$ cat config.mk
export PLATFORM = sky130hd
export DESIGN_NAME = pcis_rd_resp_framer
export DESIGN_NICKNAME = d
export VERILOG_FILES = /design/src/rtl/pcis_rd_resp_framer.sv
export SDC_FILE = /design/constraint.sdc
export NUM_CORES = 1
export LEC_CHECK = 0
export ABC_AREA = 1
export ABC_CLOCK_PERIOD_IN_PS = 6000
export BUFFER_PORTS_ARGS = -buffer_cell sky130_fd_sc_hd__buf_4
export CORE_AREA = 10 10 448 450
export DETAILED_ROUTE_END_ITERATION = 16
export DIE_AREA = 0 0 458 460
export PLACE_DENSITY = 0.3
export REMOVE_ABC_BUFFERS = 1
export SYNTH_ARGS = -nofsm -noshare
export SYNTH_HDL_FRONTEND = slang
export SYNTH_SLANG_ARGS = --single-unit
$ cat constraint.sdc
create_clock -name clk -period 6 [get_ports clk]
set_input_delay 0.3 -clock clk [delete_from_list [all_inputs] [get_ports clk]]
set_output_delay 0.3 -clock clk [all_outputs]
set_load 0.02 [all_outputs]
$ cat src/rtl/pcis_rd_resp_framer.sv
`timescale 1ns/1ps
// AXI4 read-response framer: queues accepted AR requests and frames exactly
// arlen+1 stream beats per request into R beats tagged with rid/rresp/rlast.
module pcis_rd_resp_framer #(
  parameter int ID_W     = 6,
  parameter int DATA_W   = 512,
  parameter int AR_DEPTH = 8
) (
  input  logic                        clk,
  input  logic                        rst,
  input  logic [ID_W-1:0]             s_arid,
  input  logic [63:0]                 s_araddr,
  input  logic [7:0]                  s_arlen,
  input  logic [2:0]                  s_arsize,
  input  logic                        s_arvalid,
  output logic                        s_arready,
  input  logic [DATA_W-1:0]           s_axis_tdata,
  input  logic                        s_axis_tvalid,
  output logic                        s_axis_tready,
  output logic [ID_W-1:0]             m_rid,
  output logic [DATA_W-1:0]           m_rdata,
  output logic [1:0]                  m_rresp,
  output logic                        m_rlast,
  output logic                        m_rvalid,
  input  logic                        m_rready,
  output logic [$clog2(AR_DEPTH):0]   ar_outstanding,
  output logic [31:0]                 bursts_done
);

  localparam int PTR_W = $clog2(AR_DEPTH);

  logic [ID_W-1:0]   id_mem  [AR_DEPTH];
  logic [7:0]        len_mem [AR_DEPTH];
  logic              err_mem [AR_DEPTH];

  logic [PTR_W:0]    wr_ptr_reg;
  logic [PTR_W:0]    rd_ptr_reg;
  logic [PTR_W:0]    count;
  logic              full;
  logic              head_valid;
  logic              push;
  logic              pop;
  logic [ID_W-1:0]   head_id;
  logic [7:0]        head_len;
  logic              head_err;

  logic [7:0]        beat_cnt_reg;
  logic              out_free;
  logic              load_en;
  logic              load_last;

  logic [ID_W-1:0]   rid_reg;
  logic [DATA_W-1:0] rdata_reg;
  logic [1:0]        rresp_reg;
  logic              rlast_reg;
  logic              rvalid_reg;
  logic [31:0]       bursts_done_reg;

  // The address plays no part in framing; data order comes from the stream.
  logic              unused_araddr;
  assign unused_araddr = ^s_araddr;

  // Extra pointer bit distinguishes full from empty.
  assign count      = wr_ptr_reg - rd_ptr_reg;
  assign full       = count[PTR_W];
  assign head_valid = (count != '0);
  assign push       = s_arvalid & ~full;

  assign head_id  = id_mem[rd_ptr_reg[PTR_W-1:0]];
  assign head_len = len_mem[rd_ptr_reg[PTR_W-1:0]];
  assign head_err = err_mem[rd_ptr_reg[PTR_W-1:0]];

  assign out_free  = ~rvalid_reg | m_rready;
  assign load_en   = head_valid & out_free & (head_err | s_axis_tvalid);
  assign load_last = (beat_cnt_reg == head_len);
  assign pop       = load_en & load_last;

  assign s_arready      = ~full;
  assign s_axis_tready  = head_valid & ~head_err & out_free;
  assign ar_outstanding = count;

  assign m_rid       = rid_reg;
  assign m_rdata     = rdata_reg;
  assign m_rresp     = rresp_reg;
  assign m_rlast     = rlast_reg;
  assign m_rvalid    = rvalid_reg;
  assign bursts_done = bursts_done_reg;

  // Request storage carries no reset; the pointers alone define validity.
  always_ff @(posedge clk) begin
    if (push) begin
      id_mem[wr_ptr_reg[PTR_W-1:0]]  <= s_arid;
      len_mem[wr_ptr_reg[PTR_W-1:0]] <= s_arlen;
      err_mem[wr_ptr_reg[PTR_W-1:0]] <= (s_arsize != 3'b110);
    end
  end

  always_ff @(posedge clk) begin
    if (rst) begin
      wr_ptr_reg      <= '0;
      rd_ptr_reg      <= '0;
      beat_cnt_reg    <= '0;
      rid_reg         <= '0;
      rdata_reg       <= '0;
      rresp_reg       <= 2'b00;
      rlast_reg       <= 1'b0;
      rvalid_reg      <= 1'b0;
      bursts_done_reg <= '0;
    end else begin
      if (push) begin
        wr_ptr_reg <= wr_ptr_reg + 1'b1;
      end
      if (pop) begin
        rd_ptr_reg <= rd_ptr_reg + 1'b1;
      end

      if (load_en) begin
        rid_reg      <= head_id;
        rdata_reg    <= head_err ? '0 : s_axis_tdata;
        rresp_reg    <= head_err ? 2'b10 : 2'b00;
        rlast_reg    <= load_last;
        rvalid_reg   <= 1'b1;
        beat_cnt_reg <= load_last ? 8'd0 : beat_cnt_reg + 8'd1;
      end else if (m_rready) begin
        rvalid_reg <= 1'b0;
      end

      if (rvalid_reg && m_rready && rlast_reg) begin
        bursts_done_reg <= bursts_done_reg + 32'd1;
      end
    end
  end

endmodule

==> results of run 1 <==
kinds of logic (layout without fill, tap and decap cells):
kind of cell | Yosys count | in the layout | synth area share, %
AND/OR/NAND/NOR | 1445 | 1445 | 23.6
AO/OA/AOI/OAI | 613 | 613 | 11.8
buffers and inverters | 360 | 1941 | 6.84
adder cells (fa/ha/maj) | 8 | 8 | 0.407
flip-flops | 692 | 692 | 56.9
other | 1 | 26 | 0.0142
XOR/XNOR | 15 | 15 | 0.496
routing by layer:
layer  vias up  track usage [%]
met5         -                0
met2       883             24.0
met3       206             5.67
met1     13200             17.1
li1      13700                -
met4        32             3.04
area by class of cell:
cell class                 count  area (um^2)  area share [%]
antenna                       25         62.6           0.138
clock buffer                 139         2850            6.27
clock inverter                33          329           0.723
inverter                     105          402           0.883
multi-input combinational   2082         9630            21.2
sequential                   692        15100            33.1
tap                         2526         3160            6.95
timing repair buffer        1664        14000            30.8
timing repair:
item                                   CTS  global route
gates resized for setup                  0             0
endpoints found under the hold margin  628             0
hold buffers                           528             0
worst max-delay path by stage:
| stage | from | to | slack (ns) | depth (start not counted) |
|---|---|---|---|---|
| after global routing | rd_ptr_reg[2] | m_rdata[459] | 1.23 | 11 |
| after CTS | rd_ptr_reg[2] | m_rdata[427] | 1.52 | 11 |
| after global placement | rd_ptr_reg[2] | m_rdata[252] | 1.52 | 11 |
| final | rd_ptr_reg[2] | m_rdata[375] | 1.71 | 11 |
| after floorplan | flip-flop | beat_cnt_reg[0] | -13.65 | 10 |
| after detailed placement | rd_ptr_reg[2] | m_rdata[427] | 1.54 | 11 |
stage by stage:
step | power, mW | setup TNS (ns) | setup slack [ns] | util, % | hold WS, ns
after floorplan | 6.53 | -7150.18 | -13.65 | - | 0.369
after global placement | 8.17 | 0 | 1.52 | 19.3 | 0.453
after detailed placement | 8.18 | 0 | 1.54 | 19.3 | 0.455
after CTS | 14.6 | 0 | 1.52 | 23.7 | 0.0238
after global routing | 14.9 | 0 | 1.23 | 23.7 | 0.0787
final | 14.2 | 0 | 1.71 | 23.7 | 0.0814
where the power goes:
group	switching [mW]	internal (mW)
combinational	2.02	1.14
clock	2.34	3.53
sequential	0.152	5.01
total	4.51	9.67
synthesized netlist by cell type, types with 2 or more instances:
cell type / count / area (um^2)
o22ai_1: 12 / 75.1
buf_4: 14 / 105
inv_1: 100 / 375
xnor2_1: 2 / 17.5
ha_1: 7 / 87.6
o21ai_1: 4 / 20.0
nand3b_1: 2 / 15.0
xor2_1: 13 / 114
buf_1: 13 / 48.8
buf_2: 111 / 556
nand3_1: 574 / 2870
o21ai_0: 46 / 230
o21a_1: 3 / 22.5
nor2_1: 116 / 435
a21oi_1: 537 / 2690
clkbuf_1: 82 / 308
a31oi_1: 6 / 37.5
dfxtp_1: 572 / 11500
edfxtp_1: 120 / 3600
nor4_1: 3 / 18.8
nand3_2: 2 / 20.0
nand2_2: 3 / 18.8
buf_6: 34 / 383
inv_2: 4 / 15.0
nand2_1: 708 / 2660
nand4_1: 10 / 62.6
nor3_1: 25 / 125
layout by cell type, fill, tap and decap left out, drive strengths merged, types with 6 or more instances in the layout:
master,count
a21oi,538
a31oi,6
buf,1136
bufinv,6
clkbuf,139
clkinv,26
dfxtp,572
diode,25
dlygate4sd3,528
edfxtp,120
ha,7
inv,105
nand2,711
nand3,576
nand4,10
nor2,116
nor3,25
o21ai,50
o22ai,12
xor2,13
critical path: stages, from the launching register on:
cell and delay (ns):
dfxtp_1 0.62, clkinv_1 0.46, ha_1 0.46, a21oi_1 0.18
nand3_1 0.09, nand2_1 0.17, a21oi_2 0.15, nand2_8 0.27
buf_4 0.62, buf_4 0.71, nand2_1 0.10, a21oi_1 0.17
==> flow_summary.rst, run 1 <==
.. list-table::
   :header-rows: 1

   * - Metric
     - Value
   * - Run status
     - completed
   * - Synth Register Bits
     - 692
   * - Synth warn
     - 0
   * - Worst EP arrival
     - 4.92 ns
   * - Placed Area
     - about 0.037 mm^2
   * - Largest net degree at the start of global routing
     - ~180
   * - Tightest Pin Transition
     - roughly 1.1 ns
   * - Post-Syn Area per Cell
     - about 8.4 um^2
   * - Largest register FFs
     - 512
   * - Share of the cycle needed by the critical path after routing
     - about 72%
   * - Worst reg2reg startpoint
     - rd_ptr_reg[2]
   * - Non-filler cells, final
     - 7,266
   * - Source of the worst hold timing path
     - rst
   * - Routed wl met2
     - ~76,000 um
   * - Residual overflow from global routing
     - 0
   * - Total standard cell area after synthesis
     - between 0.02 and 0.03 mm^2
   * - Worst R2R Setup Slack
     - 1.71 ns
   * - CP startpoint kind
     - flip-flop
   * - Detailed-placement wirelength estimate
     - around 120,000 um
   * - Clock Path Buffers
     - 3
   * - Largest fanout on the critical path
     - 60
   * - Clock latency on the worst-skew pair
     - slightly above 0.7 ns
   * - Number of ports placed on the die boundary
     - 1,158
   * - Worst IR drop on VDD
     - between 0.15 and 0.2 mV
   * - Minimum clock period
     - about 4.3 ns
   * - Maximum clock frequency
     - roughly 0.23 GHz
   * - Primary flip-flop cell chosen by synthesis mapping
     - dfxtp_1
   * - Residual antenna-violating net count after detailed routing
     - 0
   * - Kind of end point of the critical path
     - flip-flop
   * - Routed length on met3
     - between 10,000 and 15,000 um
   * - All-layer global routing usage
     - about 14%
   * - Buffer cell driving the clock tree root
     - clkbuf_16
   * - CTS H-tree depth
     - 3
   * - Final hold viol count
     - 0
   * - Average wire per cell in the routed design
     - about 22 um
   * - Leakage power
     - about 18 nW
   * - Initial cell density of the core
     - between 10% and 20%
   * - Via density per instance
     - a little under 4
   * - Cell area power density
     - a little over 300 mW/mm^2
   * - Vias in the first global route
     - ~28,000
   * - Cell area after layout
     - 0.0455 mm^2
   * - Chip Height
     - 460 um
   * - Unrepaired setup endpoints after global routing
     - false
   * - Worst-case reg-to-reg path depth
     - 11
   * - Count of input and output buffers
     - 1,092
   * - Placeable Area
     - 0.192 mm^2
   * - Total CTS buffers
     - 96
   * - Wirelength, routed
     - between 150,000 and 200,000 um
   * - Number of flops mapped to enable cells by yosys
     - 120
   * - Number of design rule violations left after detail routing
     - 0
   * - Slew Viols, Final
     - 0
   * - Setup Viol. Count Final
     - 0
   * - Clk sink count
     - just under 700
   * - Worst hold path type
     - in2reg
   * - Total Nets Final
     - roughly 5,200
   * - Number of placed cells counting well taps
     - about 6,500
   * - Number of filler cells placed in the layout
     - around 21,000
   * - Die width
     - 458 um
   * - Hold Path Cell Cnt
     - 2
   * - Reg-to-Reg End
     - m_rdata[375]
   * - Total setup buffers inserted after CTS
     - 0
   * - Layout Area Growth over Synthesis
     - 71.9%
   * - Classification of the worst setup path
     - reg2reg
   * - Highest metal layer with signal wires
     - met5
   * - Routed met1 length
     - about 66,000 um
   * - First-pass GRT wire length
     - about 220,000 um
   * - Detailed router's first-iteration violation count
     - between 1,500 and 2,000
   * - Antenna violations before repair
     - 47
   * - Seq/Total Area, Yosys
     - 56.9%
   * - Number of distinct library cells after synthesis
     - 38
   * - Endpoint with the worst hold slack
     - m_rdata[131]
   * - Die Outline Area
     - roughly 0.21 mm^2
   * - Worst-case clock skew
     - slightly above 0.03 ns
   * - CTS tree
     - yes
   * - Max-capacitance violation count
     - 0
   * - Gpl congestion
     - 0.769
   * - Number of standard-cell rows in the floorplan
     - roughly 160
   * - Iteration count of the initial detailed-routing pass
     - 8
   * - Worst relative slew slack
     - 28.9%
   * - Number of cells produced by synthesis
     - 3,134
   * - Count of vias placed by the detailed router
     - between 20,000 and 30,000
   * - Share of synthesized registers carrying an async set or reset
     - 0%
   * - Critical path data required time
     - 6.62 ns
   * - Share of cells above drive strength 1
     - approximately 27%
   * - Clock transition at path regs
     - 0.06 ns
No activity file was read; power rests on OpenSTA's default activity.
==> run 2: changes to the inputs <==
--- a/config.mk
+++ b/config.mk
@@ -6,7 +6,7 @@
 export NUM_CORES = 1
 export LEC_CHECK = 0
 export ABC_AREA = 1
-export ABC_CLOCK_PERIOD_IN_PS = 6000
+export ABC_CLOCK_PERIOD_IN_PS = 4400
 export BUFFER_PORTS_ARGS = -buffer_cell sky130_fd_sc_hd__buf_4
 export CORE_AREA = 10 10 448 450
 export DETAILED_ROUTE_END_ITERATION = 16
==> constraint.sdc (replaced) <==
create_clock -name clk -period 4.4 [get_ports clk]
set_input_delay 0.22 -clock clk [delete_from_list [all_inputs] [get_ports clk]]
set_output_delay 0.22 -clock clk [all_outputs]
set_load 0.02 [all_outputs]
==> run 2 against run 1 <==
- design area up 0.97%
- via count up 0.89%
- clock skew up 0.0026 ns
- flip-flop and latch count unchanged
- maximum frequency up 13%
- count of clock-buffer cells in the layout up 7
- sequential share of layout area down 0.32 points
- clock power up 33%
- non-clock buffer count up 59
- combinational power up 42%
- global-route usage about the same
- critical endpoint is now m_rdata[105]
- largest cell class unchanged
- largest power group unchanged
==> flow_summary.rst, run 2 (synthesized netlist as in run 1, its figures left out) <==
.. list-table::
   :header-rows: 1

   * - Metric
     - Value
   * - CTS tree
     - yes (unchanged)
   * - CP startpoint kind
     - flip-flop (unchanged)
   * - Source of the worst hold timing path
     - s_arsize[0] (was rst)
   * - Classification of the worst setup path
     - reg2reg (unchanged)
   * - CTS H-tree depth
     - 3 (unchanged)
   * - All-layer global routing usage
     - 14.3% (about the same)
   * - Kind of end point of the critical path
     - flip-flop (unchanged)
   * - Worst reg2reg startpoint
     - rd_ptr_reg[2] (unchanged)
   * - Hold Path Cell Cnt
     - 2 (unchanged)
   * - Number of standard-cell rows in the floorplan
     - 161 (unchanged)
   * - Via density per instance
     - 3.86 (about the same)
   * - Tightest Pin Transition
     - 1.28 ns (was 1.07 ns)
   * - Largest fanout on the critical path
     - 29 (was 60)
   * - Number of ports placed on the die boundary
     - 1,158 (unchanged)
   * - Minimum clock period
     - 3.79 ns (was 4.29 ns)
   * - Maximum clock frequency
     - 0.264 GHz (was 0.233 GHz)
   * - Largest net degree at the start of global routing
     - 189 (was 175)
   * - Residual antenna-violating net count after detailed routing
     - 0 (unchanged)
   * - Count of vias placed by the detailed router
     - 28,300 (was 28,000)
   * - Detailed-placement wirelength estimate
     - 120,000 um (was 117,000 um)
   * - Leakage power
     - 18.2 nW (was 17.9 nW)
   * - Share of cells above drive strength 1
     - 27.6% (was 27.4%)
   * - Worst hold path type
     - in2reg (unchanged)
   * - Die Outline Area
     - 0.211 mm^2 (unchanged)
   * - Average wire per cell in the routed design
     - 21.8 um (was 22.0 um)
   * - Worst R2R Setup Slack
     - 0.61 ns (was 1.71 ns)
   * - Initial cell density of the core
     - 13.8% (unchanged)
   * - Setup Viol. Count Final
     - 0 (unchanged)
   * - Endpoint with the worst hold slack
     - err_mem[0] (was m_rdata[131])
   * - Share of the cycle needed by the critical path after routing
     - 86.1% (was 71.6%)
   * - Placement-stage worst setup slack
     - 0.924 ns (was 1.54 ns)
   * - Detailed router's first-iteration violation count
     - 1,378 (was 1,530)
   * - Number of filler cells placed in the layout
     - 21,300 (about the same)
   * - Run status
     - completed (unchanged)
   * - Worst-case reg-to-reg path depth
     - 14 (was 11)
   * - Most frequent cells in the layout
     - buf_4, nand2_1, nand3_1 (unchanged)
   * - Layout Area Growth over Synthesis
     - 73.6% (was 71.9%)
   * - Total setup buffers inserted after CTS
     - 0 (unchanged)
   * - Max-capacitance violation count
     - 0 (unchanged)
   * - Total Nets Final
     - 5,303 (was 5,247)
   * - Reg-to-Reg End
     - m_rdata[105] (was m_rdata[375])
   * - Slack of the critical path
     - 0.613 ns (was 1.71 ns)
   * - Buffer cell driving the clock tree root
     - clkbuf_16 (unchanged)
   * - Antenna violations before repair
     - 42 (was 47)
   * - Leading cell type in the layout, fill and taps excluded
     - buf_4 (unchanged)
   * - Clock latency on the worst-skew pair
     - 0.72 ns (was 0.71 ns)
   * - Number of hold-repair buffers added at the cts stage
     - 549 (was 528)
   * - Worst EP arrival
     - 4.44 ns (was 4.92 ns)
   * - Unrepaired setup endpoints after global routing
     - false (unchanged)
   * - Residual overflow from global routing
     - 0 (unchanged)
   * - Clk sink count
     - 692 (unchanged)
   * - First-pass GRT wire length
     - 221,000 um (about the same)
   * - Total CTS buffers
     - 93 (was 96)
   * - Vias in the first global route
     - 28,800 (was 28,400)
   * - Power consumption
     - 19.3 mW (was 14.2 mW)
   * - Post-Route Utilization
     - 24.0% (was 23.7%)
   * - Slew Viols, Final
     - 0 (unchanged)
   * - Final sum of negative setup slack
     - 0 ns (unchanged)
   * - Clock Path Buffers
     - 3 (unchanged)
   * - Final hold viol count
     - 0 (unchanged)
   * - Iteration count of the initial detailed-routing pass
     - 5 (was 8)
   * - Worst IR drop on VDD
     - 0.297 mV (was 0.188 mV)
   * - Critical path data required time
     - 5.06 ns (was 6.62 ns)
   * - Number of design rule violations left after detail routing
     - 0 (unchanged)
   * - Clock transition at path regs
     - 0.05 ns (was 0.06 ns)
   * - Placeable Area
     - 0.192 mm^2 (unchanged)
   * - Gpl congestion
     - 0.778 (was 0.769)
   * - Chip Height
     - 460 um (unchanged)
   * - Count of input and output buffers
     - 1,092 (unchanged)
   * - Wirelength, routed
     - 160,000 um (about the same)
   * - Number of gates given a new drive strength after cts
     - 0 (unchanged)
   * - Worst relative slew slack
     - 14.5% (was 28.9%)
   * - Worst-case clock skew
     - 0.0338 ns (was 0.0311 ns)
   * - Cell area power density
     - 420 mW/mm^2 (was 312 mW/mm^2)
   * - Die width
     - 458 um (unchanged)
   * - Largest register FFs
     - 512 (unchanged)
-- run 2: cell types whose count changed in the layout (fill, tap and decap cells not counted), sizes merged --
cell         before   now
buf            1136  1174
clkbuf          139   146
clkinv           26    15
clkinvlp          1     0
diode            25    26
dlygate4sd3     528   549
inv             105   108
-- run 2: report_power, final --
group,internal [mW],switching [mW]
sequential,6.83,0.216
combinational,1.68,2.78
clock,4.64,3.16
-- run 2: routing by layer --
metal | GRT usage, % | wire length (um) | vias up
li1 | - | - | 13800
met1 | 16.9 | 65900 | 13400
met2 | 23.7 | 75400 | 883
met3 | 5.77 | 13800 | 206
met4 | 4.18 | 4620 | 16
met5 | 0 | 99 | -
-- run 2: through the flow --
step	cells	hold WS [ns]	cell area, um^2
finish	7324	0.0882	45900
global route	7320	0.0475	45900
CTS	7298	0.00690	45900
detailed placement	6579	0.456	37300
global placement	6579	0.452	37300
floorplan	2879	0.289	25000
-- run 2: worst max-delay path: stages, from the launching register on --
cell and delay [ns]:
dfxtp_1 0.61, clkinv_1 0.17, ha_1 0.35, a21oi_1 0.18
nand2_1 0.07, nand2_1 0.06, nand2_1 0.15, a21oi_2 0.39
nand2_8 0.11, inv_8 0.25, buf_12 0.26, buf_12 0.23
nand3_1 0.11, a21oi_1 0.16, dlygate4sd3_1 0.55
-- run 2: worst max path at each step --
stage / start / to / slack [ns] / cells past startpoint
2_1_floorplan: flip-flop / beat_cnt_reg[0] / -15.25 / 10
3_3_place_gp: rd_ptr_reg[2] / m_rdata[405] / 0.93 / 12
3_5_place_dp: rd_ptr_reg[2] / m_rdata[405] / 0.92 / 12
4_1_cts: rd_ptr_reg[2] / m_rdata[105] / 0.49 / 14
5_1_grt: rd_ptr_reg[2] / m_rdata[192] / 0.31 / 14
6_report: rd_ptr_reg[2] / m_rdata[105] / 0.61 / 14
-- run 2: final cells by class --
class / count / area (um^2) / share of cell area (%)
Antenna cell: 26 / 65.1 / 0.142
Clock buffer: 146 / 2760 / 6.01
Clock inverter: 24 / 303 / 0.659
Inverter: 105 / 402 / 0.874
Multi-Input combinational cell: 2082 / 9630 / 21.0
Sequential cell: 692 / 15100 / 32.8
Tap cell: 2526 / 3160 / 6.88
Timing Repair Buffer: 1723 / 14600 / 31.7
